## src/rtl/reg_wb_if.sv

```systemverilog
// Write-back arbiter bus: source request lanes, register-file write port and
// the forwarding lookup (fwd_* is only meaningful when built with WB_FWD_EN).
interface reg_wb_if #(
  parameter int NUM_SRC = 4,
  parameter int DATA_W  = 32,
  parameter int ADDR_W  = 5,
  parameter int CNT_W   = 16
);
  logic [NUM_SRC-1:0]        src_valid;
  logic [NUM_SRC-1:0]        src_ready;
  logic [NUM_SRC*ADDR_W-1:0] src_addr;
  logic [NUM_SRC*DATA_W-1:0] src_data;
  logic                      wb_stall;
  logic                      wr_en;
  logic [ADDR_W-1:0]         wr_addr;
  logic [DATA_W-1:0]         wr_data;
  logic [CNT_W-1:0]          wr_count;
  logic [ADDR_W-1:0]         fwd_addr;
  logic                      fwd_hit;
  logic [DATA_W-1:0]         fwd_data;

  modport master (
    output src_valid, src_addr, src_data, wb_stall, fwd_addr,
    input  src_ready, wr_en, wr_addr, wr_data, wr_count, fwd_hit, fwd_data
  );
  modport slave (
    input  src_valid, src_addr, src_data, wb_stall, fwd_addr,
    output src_ready, wr_en, wr_addr, wr_data, wr_count, fwd_hit, fwd_data
  );
endinterface

```

## src/rtl/reg_wb_arbiter.sv

```systemverilog
// Round-robin write-back arbiter feeding one registered register-file write port.
// Define WB_FWD_EN to build the last-write history and the fwd_* lookup.
module reg_wb_arbiter #(
  parameter int NUM_SRC = 4,
  parameter int DATA_W  = 32,
  parameter int ADDR_W  = 5,
  parameter int CNT_W   = 16
) (
  input logic      clk,
  input logic      reset,
  reg_wb_if.slave  bus
);
  localparam int PTR_W = (NUM_SRC > 1) ? $clog2(NUM_SRC) : 1;

  logic [NUM_SRC-1:0][ADDR_W-1:0] addr_a;
  logic [NUM_SRC-1:0][DATA_W-1:0] data_a;
  logic [PTR_W-1:0]               rr_ptr, gidx;
  logic [NUM_SRC-1:0]             gnt;
  logic                           found, accept;
  logic                           wr_en_q;
  logic [ADDR_W-1:0]              wr_addr_q;
  logic [DATA_W-1:0]              wr_data_q;
  logic [CNT_W-1:0]               wr_count_q;

  assign addr_a = bus.src_addr;
  assign data_a = bus.src_data;

  function automatic logic [PTR_W-1:0] wrap_idx(input logic [PTR_W-1:0] base, input int k);
    int s;
    s = int'(base) + k;
    if (s >= NUM_SRC) s = s - NUM_SRC;
    return PTR_W'(s);
  endfunction

  // Scan from rr_ptr upward (mod NUM_SRC); first valid source wins.
  always_comb begin
    found = 1'b0;
    gidx  = '0;
    if (!reset && !bus.wb_stall) begin
      for (int k = 0; k < NUM_SRC; k++) begin
        if (!found && bus.src_valid[wrap_idx(rr_ptr, k)]) begin
          found = 1'b1;
          gidx  = wrap_idx(rr_ptr, k);
        end
      end
    end
    gnt = found ? (NUM_SRC'(1) << gidx) : '0;
  end

  assign bus.src_ready = gnt;
  assign accept        = |(bus.src_valid & gnt);

  always_ff @(posedge clk) begin
    if (reset) begin
      wr_en_q    <= 1'b0;
      wr_addr_q  <= '0;
      wr_data_q  <= '0;
      wr_count_q <= '0;
      rr_ptr     <= '0;
    end else begin
      wr_en_q <= accept;
      if (accept) begin
        wr_addr_q  <= addr_a[gidx];
        wr_data_q  <= data_a[gidx];
        wr_count_q <= wr_count_q + 1'b1;
        rr_ptr     <= (gidx == PTR_W'(NUM_SRC - 1)) ? '0 : gidx + 1'b1;
      end
    end
  end

  assign bus.wr_en    = wr_en_q;
  assign bus.wr_addr  = wr_addr_q;
  assign bus.wr_data  = wr_data_q;
  assign bus.wr_count = wr_count_q;

`ifdef WB_FWD_EN
  logic              hist_valid;
  logic [ADDR_W-1:0] hist_addr;
  logic [DATA_W-1:0] hist_data;

  // History trails the write port by one edge, so it holds what the
  // register file committed most recently.
  always_ff @(posedge clk) begin
    if (reset) begin
      hist_valid <= 1'b0;
      hist_addr  <= '0;
      hist_data  <= '0;
    end else if (wr_en_q) begin
      hist_valid <= 1'b1;
      hist_addr  <= wr_addr_q;
      hist_data  <= wr_data_q;
    end
  end

  always_comb begin
    bus.fwd_hit  = 1'b0;
    bus.fwd_data = '0;
    if (wr_en_q && wr_addr_q == bus.fwd_addr) begin
      bus.fwd_hit  = 1'b1;
      bus.fwd_data = wr_data_q;
    end else if (hist_valid && hist_addr == bus.fwd_addr) begin
      bus.fwd_hit  = 1'b1;
      bus.fwd_data = hist_data;
    end
  end
`else
  logic unused_fwd_addr;
  assign unused_fwd_addr = ^bus.fwd_addr;
  assign bus.fwd_hit     = 1'b0;
  assign bus.fwd_data    = '0;
`endif
endmodule

```

## src/flat_wrapper.sv

```systemverilog
// flat-port wrapper written by rule: the top's interface ports become plain ports
module reg_wb_arbiter_flat 
#(
  parameter int NUM_SRC = 4,
  parameter int DATA_W  = 32,
  parameter int ADDR_W  = 5,
  parameter int CNT_W   = 16
)
  (clk, reset, bus_src_valid, bus_src_addr, bus_src_data, bus_wb_stall, bus_fwd_addr, bus_src_ready, bus_wr_en, bus_wr_addr, bus_wr_data, bus_wr_count, bus_fwd_hit, bus_fwd_data);
  reg_wb_if #(.NUM_SRC(NUM_SRC), .DATA_W(DATA_W), .ADDR_W(ADDR_W), .CNT_W(CNT_W)) bus_i ();
  input logic clk;
  input logic reset;
  input wire logic [$bits(bus_i.src_valid)-1:0] bus_src_valid;
  input wire logic [$bits(bus_i.src_addr)-1:0] bus_src_addr;
  input wire logic [$bits(bus_i.src_data)-1:0] bus_src_data;
  input wire logic [$bits(bus_i.wb_stall)-1:0] bus_wb_stall;
  input wire logic [$bits(bus_i.fwd_addr)-1:0] bus_fwd_addr;
  output wire logic [$bits(bus_i.src_ready)-1:0] bus_src_ready;
  output wire logic [$bits(bus_i.wr_en)-1:0] bus_wr_en;
  output wire logic [$bits(bus_i.wr_addr)-1:0] bus_wr_addr;
  output wire logic [$bits(bus_i.wr_data)-1:0] bus_wr_data;
  output wire logic [$bits(bus_i.wr_count)-1:0] bus_wr_count;
  output wire logic [$bits(bus_i.fwd_hit)-1:0] bus_fwd_hit;
  output wire logic [$bits(bus_i.fwd_data)-1:0] bus_fwd_data;
  assign bus_i.src_valid = bus_src_valid;
  assign bus_i.src_addr = bus_src_addr;
  assign bus_i.src_data = bus_src_data;
  assign bus_i.wb_stall = bus_wb_stall;
  assign bus_i.fwd_addr = bus_fwd_addr;
  assign bus_src_ready = bus_i.src_ready;
  assign bus_wr_en = bus_i.wr_en;
  assign bus_wr_addr = bus_i.wr_addr;
  assign bus_wr_data = bus_i.wr_data;
  assign bus_wr_count = bus_i.wr_count;
  assign bus_fwd_hit = bus_i.fwd_hit;
  assign bus_fwd_data = bus_i.fwd_data;
  reg_wb_arbiter #(.NUM_SRC(NUM_SRC), .DATA_W(DATA_W), .ADDR_W(ADDR_W), .CNT_W(CNT_W)) u_core (.clk(clk), .reset(reset), .bus(bus_i));
endmodule
```

## config.mk

```make
export PLATFORM = sky130hd
export DESIGN_NAME = reg_wb_arbiter_flat
export DESIGN_NICKNAME = d
export VERILOG_FILES = /design/src/rtl/reg_wb_if.sv /design/src/rtl/reg_wb_arbiter.sv /design/src/flat_wrapper.sv
export SDC_FILE = /design/constraint.sdc
export NUM_CORES = 1
export LEC_CHECK = 0
export CAP_MARGIN = 20
export CELL_PAD_IN_SITES_DETAIL_PLACEMENT = 0
export CELL_PAD_IN_SITES_GLOBAL_PLACEMENT = 2
export CORE_MARGIN = 1
export CORE_UTILIZATION = 23
export CTS_BUF_LIST = sky130_fd_sc_hd__clkbuf_16
export DETAILED_ROUTE_END_ITERATION = 8
export GPL_ROUTABILITY_DRIVEN = 0
export PLACE_DENSITY = 0.87
export SYNTH_ARGS = -nofsm -noshare
export SYNTH_HDL_FRONTEND = slang
export SYNTH_SLANG_ARGS = --single-unit
```

## constraint.sdc

```tcl
create_clock -name clk -period 5.7 [get_ports clk]
set_clock_uncertainty 0.05 [all_clocks]
set_input_delay 0.57 -clock clk [delete_from_list [all_inputs] [get_ports clk]]
set_output_delay 0.57 -clock clk [all_outputs]
set_load 0.01 [all_outputs]
```

# [Word-level counts from Yosys, hierarchy flattened]
# Cells that the tools add are included.
[totals] word_cells=71 regBits=56
[op_classes] shifts=1 reduce_logical=10 eq_ne=1 magnitude_cmp=9 add_sub_neg=9 mux=35 n_bitwise=1
[ops] cell="$bmux 32 s2" n=1
[ops] cell="$mux 32" n=1
[ops] cell="$mux 2" n=14
[ops] cell="$add 16x1->16 const B" n=1
[ops] cell="$lt 2x3->1 const B" n=5
[ops] cell="$mux 1" n=12
[ops] cell="$bmux 5 s2" n=1
[ops] cell="$ge 3x3->1 const B" n=3
[ops] cell="$bmux 1 s2" n=4
[ops] cell="$sub 2x1->2 const B" n=4
[ops] cell="$add 2x2->3 const B" n=2
[ops] cell="$logic_not 1->1" n=5
[ops] cell="$mux 5" n=1
[ops] cell="$and 4x4->4" n=1
[ops] cell="$logic_and 1x1->1" n=4
[ops] cell="$mux 4" n=1
[ops] cell="$reduce_or 4->1" n=1
[ops] cell="$shl 1x2->4 const A" n=1
[ops] cell="$add 2x1->3 const B" n=1
[ops] cell="$ge 2x3->1 const B" n=1
[ops] cell="$add 2x1->2 const B" n=1
[ops] cell="$eq 2x2->1 const B" n=1

# [Depth between registers and ports, before layout]
# Gate-level depths: netlist of the first run.
[depth] ltp_word=23 ltp_mapped=14 mapped_depth_nobuf=11

# [Worst setup path before layout of the first run]
# OpenSTA, ideal clock, no wires.
[synth_path] path_type="input port to flip-flop" startpoint="input bus_wb_stall" endpoint="register u_core.wr_data_q[10] (netlist: u_core.bus.wr_data[10])" path_stages=13 setup_slack_ns=2.663 required_time_ns=5.523 setup_time_ns=0.127 arrival_ns=2.860 path_cell_list="nor2_2 buf_2 clkbuf_1 and3_1 inv_1 ha_1 a22o_1 buf_2 buf_2 o2111ai_1 nor4_1 mux2i_1 o211ai_1"
[synth_via] elab_chain_cells=7 word_cells_on_any_way=10 cone_classes="shift: 1; mux: 5; bitwise: 1; reduce/logical: 3"
[synth_rtl] item="start, declared" line="flat_wrapper.sv:16" rtl="input wire logic [$bits(bus_i.wb_stall)-1:0] bus_wb_stall;"
[synth_rtl] item="$logic_not 1->1 (*)" line="reg_wb_arbiter.sv:39" rtl="if (!reset && !bus.wb_stall) begin"
[synth_rtl] item="$logic_and 1x1->1 (*)" line="reg_wb_arbiter.sv:39"
[synth_rtl] item="$mux 2" line="reg_wb_arbiter.sv:39"
[synth_rtl] item="$shl 1x2->4" line="reg_wb_arbiter.sv:47" rtl="gnt = found ? (NUM_SRC'(1) << gidx) : '0;"
[synth_rtl] item="$mux 4" line="reg_wb_arbiter.sv:47"
[synth_rtl] item="$and 4x4->4" line="reg_wb_arbiter.sv:51" rtl="assign accept = |(bus.src_valid & gnt);"
[synth_rtl] item="$reduce_or 4->1" line="reg_wb_arbiter.sv:51"
[synth_rtl] item="end signal, assigned" line="reg_wb_arbiter.sv:64" rtl="wr_data_q <= data_a[gidx];"
[synth_rtl] item="end, declared" line="reg_wb_arbiter.sv:22" rtl="logic [DATA_W-1:0] wr_data_q;"
# Mark *: on every way between the ends. The rest lies on a longest branch, timed or not. The select of a mux whose other input is x is not followed.
# A chain may end at the register's enable or synchronous reset.

# [Worst setup path in the final report of the first run]
[layout_path] startpoint="input bus_src_valid[0]" endpoint="register u_core.wr_data_q[18] (netlist: u_core.bus.wr_data[18])"
[layout_via] elab_chain_cells=20 word_cells_on_any_way=33 cone_classes="shift: 1; mux: 24; bitwise: 1; reduce/logical: 7"
[layout_rtl] item="start, declared" line="flat_wrapper.sv:13" rtl="input wire logic [$bits(bus_i.src_valid)-1:0] bus_src_valid;"
[layout_rtl] item="$bmux 1 s2" line="reg_wb_arbiter.sv:41" rtl="if (!found && bus.src_valid[wrap_idx(rr_ptr, k)]) begin"
[layout_rtl] item="$mux 1 (not written as such)" line="reg_wb_arbiter.sv:41"
[layout_rtl] item="$mux 1" line="reg_wb_arbiter.sv:41"
[layout_rtl] item="$mux 1" line="reg_wb_arbiter.sv:39"
[layout_rtl] item="$logic_not 1->1" line="reg_wb_arbiter.sv:41"
[layout_rtl] item="$logic_and 1x1->1" line="reg_wb_arbiter.sv:41"
[layout_rtl] item="$mux 1" line="reg_wb_arbiter.sv:41"
[layout_rtl] item="$mux 1" line="reg_wb_arbiter.sv:39"
[layout_rtl] item="[4 not listed]"
[layout_rtl] item="$logic_not 1->1" line="reg_wb_arbiter.sv:41"
[layout_rtl] item="$logic_and 1x1->1" line="reg_wb_arbiter.sv:41"
[layout_rtl] item="$mux 2" line="reg_wb_arbiter.sv:41"
[layout_rtl] item="$mux 2" line="reg_wb_arbiter.sv:39"
[layout_rtl] item="$shl 1x2->4" line="reg_wb_arbiter.sv:47"
[layout_rtl] item="$mux 4" line="reg_wb_arbiter.sv:47"
[layout_rtl] item="$and 4x4->4" line="reg_wb_arbiter.sv:51"
[layout_rtl] item="$reduce_or 4->1" line="reg_wb_arbiter.sv:51"
# Parallel ways exist; a longest one is shown, timed or not. The select of a mux whose other input is x is not followed.

==> results of run 1 <==
-- final cells by class --
cell class	instances	area, um^2
clock buffer	5	125
clock inverter	3	28.8
fill	2151	13200
inverter	5	18.8
multi-input combinational	427	3130
sequential	56	1120
tap	270	338
timing repair buffer	223	2200
-- worst paths after layout --
path / startpoint / endpoint / slack (ns) / cells past startpoint
max: bus_src_valid[0] / u_core.bus.wr_data[18] / 1.44 / 9
min: u_core.bus.wr_data[16] / u_core.bus.wr_data[16] / 0.42 / 2
max reg2reg: u_core.rr_ptr[0] / u_core.bus.wr_data[18] / 2.11 / 10
min reg2reg: u_core.bus.wr_data[16] / u_core.bus.wr_data[16] / 0.42 / 2
-- power groups by stage --
stage | clock network [mW] | logic [mW] | registers [mW]
after floorplan | 0 | 0.149 | 0.444
after global placement | 0 | 0.322 | 0.434
after detailed placement | 0 | 0.323 | 0.435
after CTS | 0.367 | 0.325 | 0.426
after global routing | 0.383 | 0.348 | 0.428
final | 0.350 | 0.323 | 0.426
-- registers in the layout, summed over array words and instances, names as in the netlist --
name,count
u_core.bus.wr_en,1
u_core.bus.wr_data,32
u_core.rr_ptr,2
u_core.bus.wr_addr,5
u_core.bus.wr_count,16
-- synthesized netlist by cell type (2+ instances only) --
cell and n:
dfxtp_1 56, and3_1 8, nor2_1 16, or3_1 2
nor3_1 6, a22o_1 2, a21oi_1 6, o21ai_0 2
buf_6 5, xnor2_1 9, buf_2 25, nand2_1 41
o2111ai_1 75, o211ai_1 37, nand2b_1 7, ha_1 5
xor2_1 4, buf_4 39, nor4_1 74, clkbuf_1 33
mux2i_1 76, nand3_1 5, nand4_1 3, inv_1 5
buf_1 7
-- cells in the final DEF (no fill, tap or decap), drive strengths merged --
| cell | netlist | routed |
|---|---|---|
| conb | 1 | 33 |
| and3 | 9 | 9 |
| nand4 | 3 | 3 |
| a22o | 2 | 2 |
| and4 | 1 | 1 |
| o2111ai | 75 | 75 |
| a21oi | 6 | 6 |
| nand3b | 1 | 1 |
| buf | 76 | 11 |
| mux2i | 76 | 76 |
| nor3b | 1 | 1 |
| nor4bb | 1 | 1 |
| o21ai | 3 | 3 |
| ha | 5 | 5 |
| nand2 | 41 | 41 |
| nor4 | 75 | 75 |
| xor2 | 4 | 4 |
| nor2 | 18 | 18 |
| nor3 | 6 | 6 |
| xnor2 | 9 | 9 |
| o211ai | 38 | 38 |
| nor4b | 1 | 1 |
| or4 | 1 | 1 |
| dfxtp | 56 | 56 |
| a221oi | 1 | 1 |
| o211a | 1 | 1 |
| inv | 5 | 8 |
| or3 | 2 | 2 |
| nand3 | 5 | 5 |
| nand2b | 7 | 7 |
| and4bb | 1 | 1 |
| clkbuf | 33 | 5 |
| clkdlybuf4s50 | 0 | 212 |
| o21bai | 1 | 1 |
-- logic make-up (layout without fill, tap and decap cells) --
kind of cell	after synthesis	count (layout)	synth area share
xor+xnor	13	13	0.0241
other cells	1	33	0.000795
mux	76	76	0.161
flops	56	56	0.238
buf+inv	114	236	0.136
simple gates	173	173	0.206
fa+ha+maj	5	5	0.0133
compound gates	127	127	0.221
-- per-layer routing --
layer	up-vias	part of all wire
met5	-	0.00077
met4	2	0.0064
met3	11	0.064
met2	190	0.47
met1	2401	0.46
li1	2476	-
-- critical path: cells and delay by family --
kind            cells  cell delay (ns)
simple gates        3             1.49
compound gates      3             1.48
buf+inv             2             0.68
fa+ha+maj           1             0.18
-- per-stage QoR --
stage / hold slack, ns / setup WS [ns]
2_1_floorplan: 0.451 / 2.66
3_3_place_gp: 0.400 / 1.16
3_5_place_dp: 0.408 / 1.10
4_1_cts: 0.427 / 1.42
5_1_grt: 0.451 / 1.19
6_report: 0.421 / 1.44
==> flow_summary.ini, run 1 <==
[clock_network]
clock-root-buffer = clkbuf_16
cts_hold_buf = 0
cts_resized = 0
clkLatencyLatePin_ns = 0.31
clk_pin_slew_ns = 0.08
cts_htree_levels = 2
cts-buffers-inserted = 5
clock_path_buffers = 2
cts_tree = done
clock-sinks = 56
post_cts_buffers = 0

[synthesis]
ys_types = 42
postSynthCellCount = 565
synth-warning-count = 0
ys_ff_latch = 56
synth-main-ff-cell = dfxtp_1
synth_top_area_frac = 0.238
synth_edf_count = 0
synth_area_leaders = dfxtp_1 24%, mux2i_1 16%, o2111ai_1 14%
yosysSeqAreaShare = 0.238
synthArstFlopShare = 0
synth_area_um2 = 4720
yosysTopAreaCell = dfxtp_1
avgSynthCellArea_um2 = 8.35

[power_and_ir_drop]
clockPowerShare = 0.318
p_sw_mw = 0.339
power_density_nw_per_um2 = 158
cellLeakagePower_nw = 2.65
comb_power_share = 0.294
peakVddDrop_v = 0.000105
intPower_mw = 0.759
swShare = 0.309
seqPwrFrac = 0.388
totalPowerFinal_mw = 1.10

[cells_and_area]
fin_area_um2 = 6970
num-nets-final = 883
final_cells = 989
drive_above_1_share = 0.0445
n_antenna_cell = 0
final_util = 0.345
area_growth_pct = 47.6

[global_routing]
grt_util_met2 = 0.263
grt.total_usage = 0.156
grt_start_max_net_pins = 81
antenna_found_initial = 1
grt_overflow = 0
use_met1 = 0.205
grt_use_met3 = 0.0362
grt_pass1_wl_um = 26800
grt.busiest_layer = met2
first_global_vias = 4886

[min_path]
hp-class = reg2reg

[critical_path]
cp.required_ns = 5.87
crit_arrival_ns = 4.43
max_stage_delay_ns = 0.73
crit_fanout = 40
crit_type = in2reg
crit_path_end_kind = flop
timing.critical_path.cells = clkdlybuf4s50_1 -> or4_2 -> and3_1 -> inv_1 -> ha_1 -> a22o_2 -> o211a_4 -> nand2b_2 -> o211ai_1
worst_path_max_delay_cell = or4_2
cp-start-kind = input pin

[status]
status = finished clean

[route]
routed_wl_um = 17000
ant_nets = 0
detail_route.vias_per_cell = 5.14
num_vias = 5080
wire_per_inst_um = 17.2
drc_errors = 0
first_iter_violations = 242
dr.pass1.iters = 6

[placed_design]
dpl.cell_count = 981
dp_hpwl_um = 10900
port_buffers = 212
placed_cell_area_um2 = 6810

[sta]
tightest_slew_ns = 0.912
grt_setup_unrepaired = no
slew_violations = 0
post-route-period-util = 0.747
tns_ns = 0
hold_violations = 0
final_period_minus_worst_setup_slack_ns = 4.26
setup_viol = 0
maxSlewHeadroom = 0.392
fmax_mhz = 235

[floorplanning]
die_x_um = 145
core_um2 = 20200
start_util = 0.234
die_area_um2 = 21100
placementRows = 52
die_y_um = 145
num_io_pins = 251

[flow_run]
maxCapViolations = 0
No activity file was read; power rests on OpenSTA's default activity.
==> run 2, diff against run 1 <==
- CORE_UTILIZATION: 23 -> 19
- PLACE_DENSITY: 0.87 -> 0.77
- clock period: 5.7 -> 3.5 ns (I/O delays scaled with it)
==> flow_summary.ini, run 2 (synthesis gave the netlist of run 1 again) <==
[status]
status = finished clean

[cells_and_area]
drive_above_1_share = 0.0576
area_growth_pct = 52.2
num-nets-final = 893
final_common_cell = clkdlybuf4s50_1
layout.cells.most_common_list = 212 x clkdlybuf4s50_1, 76 x mux2i_1, 75 x o2111ai_1
largest_register_ffs = 32
fillers = 2585
final_util = 0.295
n_antenna_cell = 0
final_cells = 1053

[clock_network]
clock-sinks = 56
clock_path_buffers = 2
cts_tree = done
cts_resized = 0
cts_htree_levels = 2
post_cts_buffers = 0
clock-root-buffer = clkbuf_16
clk_pin_slew_ns = 0.08
clkLatencyLatePin_ns = 0.31
cts_hold_buf = 0
cts-buffers-inserted = 5

[critical_path]
cp.buffers_inverters = 3
cp-start-kind = input pin
crit_fanout = 5
timing.critical_path.cells = clkdlybuf4s50_1 -> or4_2 -> and3_1 -> inv_1 -> ha_1 -> and3_1 -> clkdlybuf4s50_1
crit_path_end_kind = output pin
cp.required_ns = 3.10
worst_path_max_delay_cell = or4_2
crit_arrival_ns = 2.80
crit_type = in2out
cp_top_family = buffers and inverters
max_stage_delay_ns = 0.70

[sta]
grt_setup_unrepaired = no
tightest_slew_ns = 0.871
fin_ws_ns = 0.301
final_period_minus_worst_setup_slack_ns = 3.20
slew_violations = 0
post-route-period-util = 0.914
fmax_mhz = 313
setup_viol = 0
holdWs_ns = 0.423
hold_violations = 0
maxSlewHeadroom = 0.419

[global_routing]
grt_overflow = 0
grt_pass1_wl_um = 27800
grt_use_met3 = 0.0281
grt_start_max_net_pins = 81
grt.busiest_layer = met2
antenna_found_initial = 0
grt.total_usage = 0.135
grt_util_met2 = 0.219
first_global_vias = 4869
use_met1 = 0.183

[floorplanning]
die_area_um2 = 25500
die_y_um = 160
core_um2 = 24300
placementRows = 57
num_io_pins = 251
start_util = 0.194
die_x_um = 160

[flow_run]
maxCapViolations = 0

[route]
num_vias = 5054
ant_nets = 0
first_iter_violations = 228
dr.pass1.iters = 4
drc_errors = 0
routed_wl_um = 17600
detail_route.vias_per_cell = 4.80
wire_per_inst_um = 16.7

[min_path]
hp-class = reg2reg

[placed_design]
dp_hpwl_um = 11900
port_buffers = 212
dpl.cell_count = 1045
place_ws_ns = -0.0350

[power_and_ir_drop]
peakVddDrop_v = 0.000166
cellLeakagePower_nw = 2.73
power_density_nw_per_um2 = 251
-- run 2: worst paths after layout --
kind                         start               endpoint  slack, ns  cells past startpoint
min          u_core.bus.wr_data[8]  u_core.bus.wr_data[8]       0.42                      2
max reg2reg       u_core.rr_ptr[0]  u_core.bus.wr_addr[2]       0.56                     12
max               bus_src_valid[1]       bus_src_ready[0]       0.30                      7
min reg2reg  u_core.bus.wr_data[8]  u_core.bus.wr_data[8]       0.42                      2
-- run 2: tightest hold or removal path: stages, from the launching register on --
cell and delay [ns]:
dfxtp_1 0.33, nand2_1 0.05, o211ai_1 0.06
-- run 2: per-layer routing --
layer / part of all wire / vias up / routed length [um]
met4: 0.0073 / 0 / 128
li1: - / 2487 / -
met3: 0.066 / 10 / 1170
met1: 0.46 / 2367 / 8160
met2: 0.46 / 190 / 8170
met5: 0 / - / 0
-- run 2: cell type report --
cell class | count | area, um^2 | area share
Clock buffer | 5 | 125 | 0.0174
Sequential cell | 56 | 1120 | 0.156
Timing Repair Buffer | 233 | 2350 | 0.328
Inverter | 5 | 18.8 | 0.00261
Multi-Input combinational cell | 427 | 3130 | 0.436
Tap cell | 324 | 405 | 0.0565
Clock inverter | 3 | 26.3 | 0.00366
-- run 2: through the flow --
step | cell area [um^2] | TNS, ns | power, mW
after CTS | 7180 | 0 | 1.85
after detailed placement | 7030 | -0.0381 | 1.26
after floorplan | 4840 | 0 | 0.966
final | 7180 | 0 | 1.80
after global routing | 7180 | 0 | 1.90
after global placement | 7030 | -0.00981 | 1.26
-- run 2: power breakdown --
| group | switching [mW] | internal (mW) |
|---|---|---|
| registers | 0.0191 | 0.673 |
| logic | 0.246 | 0.301 |
| clock network | 0.291 | 0.274 |
==> run 3, diff against run 2 <==
- ABC_CLOCK_PERIOD_IN_PS: not set -> 3500
- CTS_CLUSTER_SIZE: not set -> 40
==> results of run 3 <==
Final layout, timing and power as in run 2 (identical DEF).
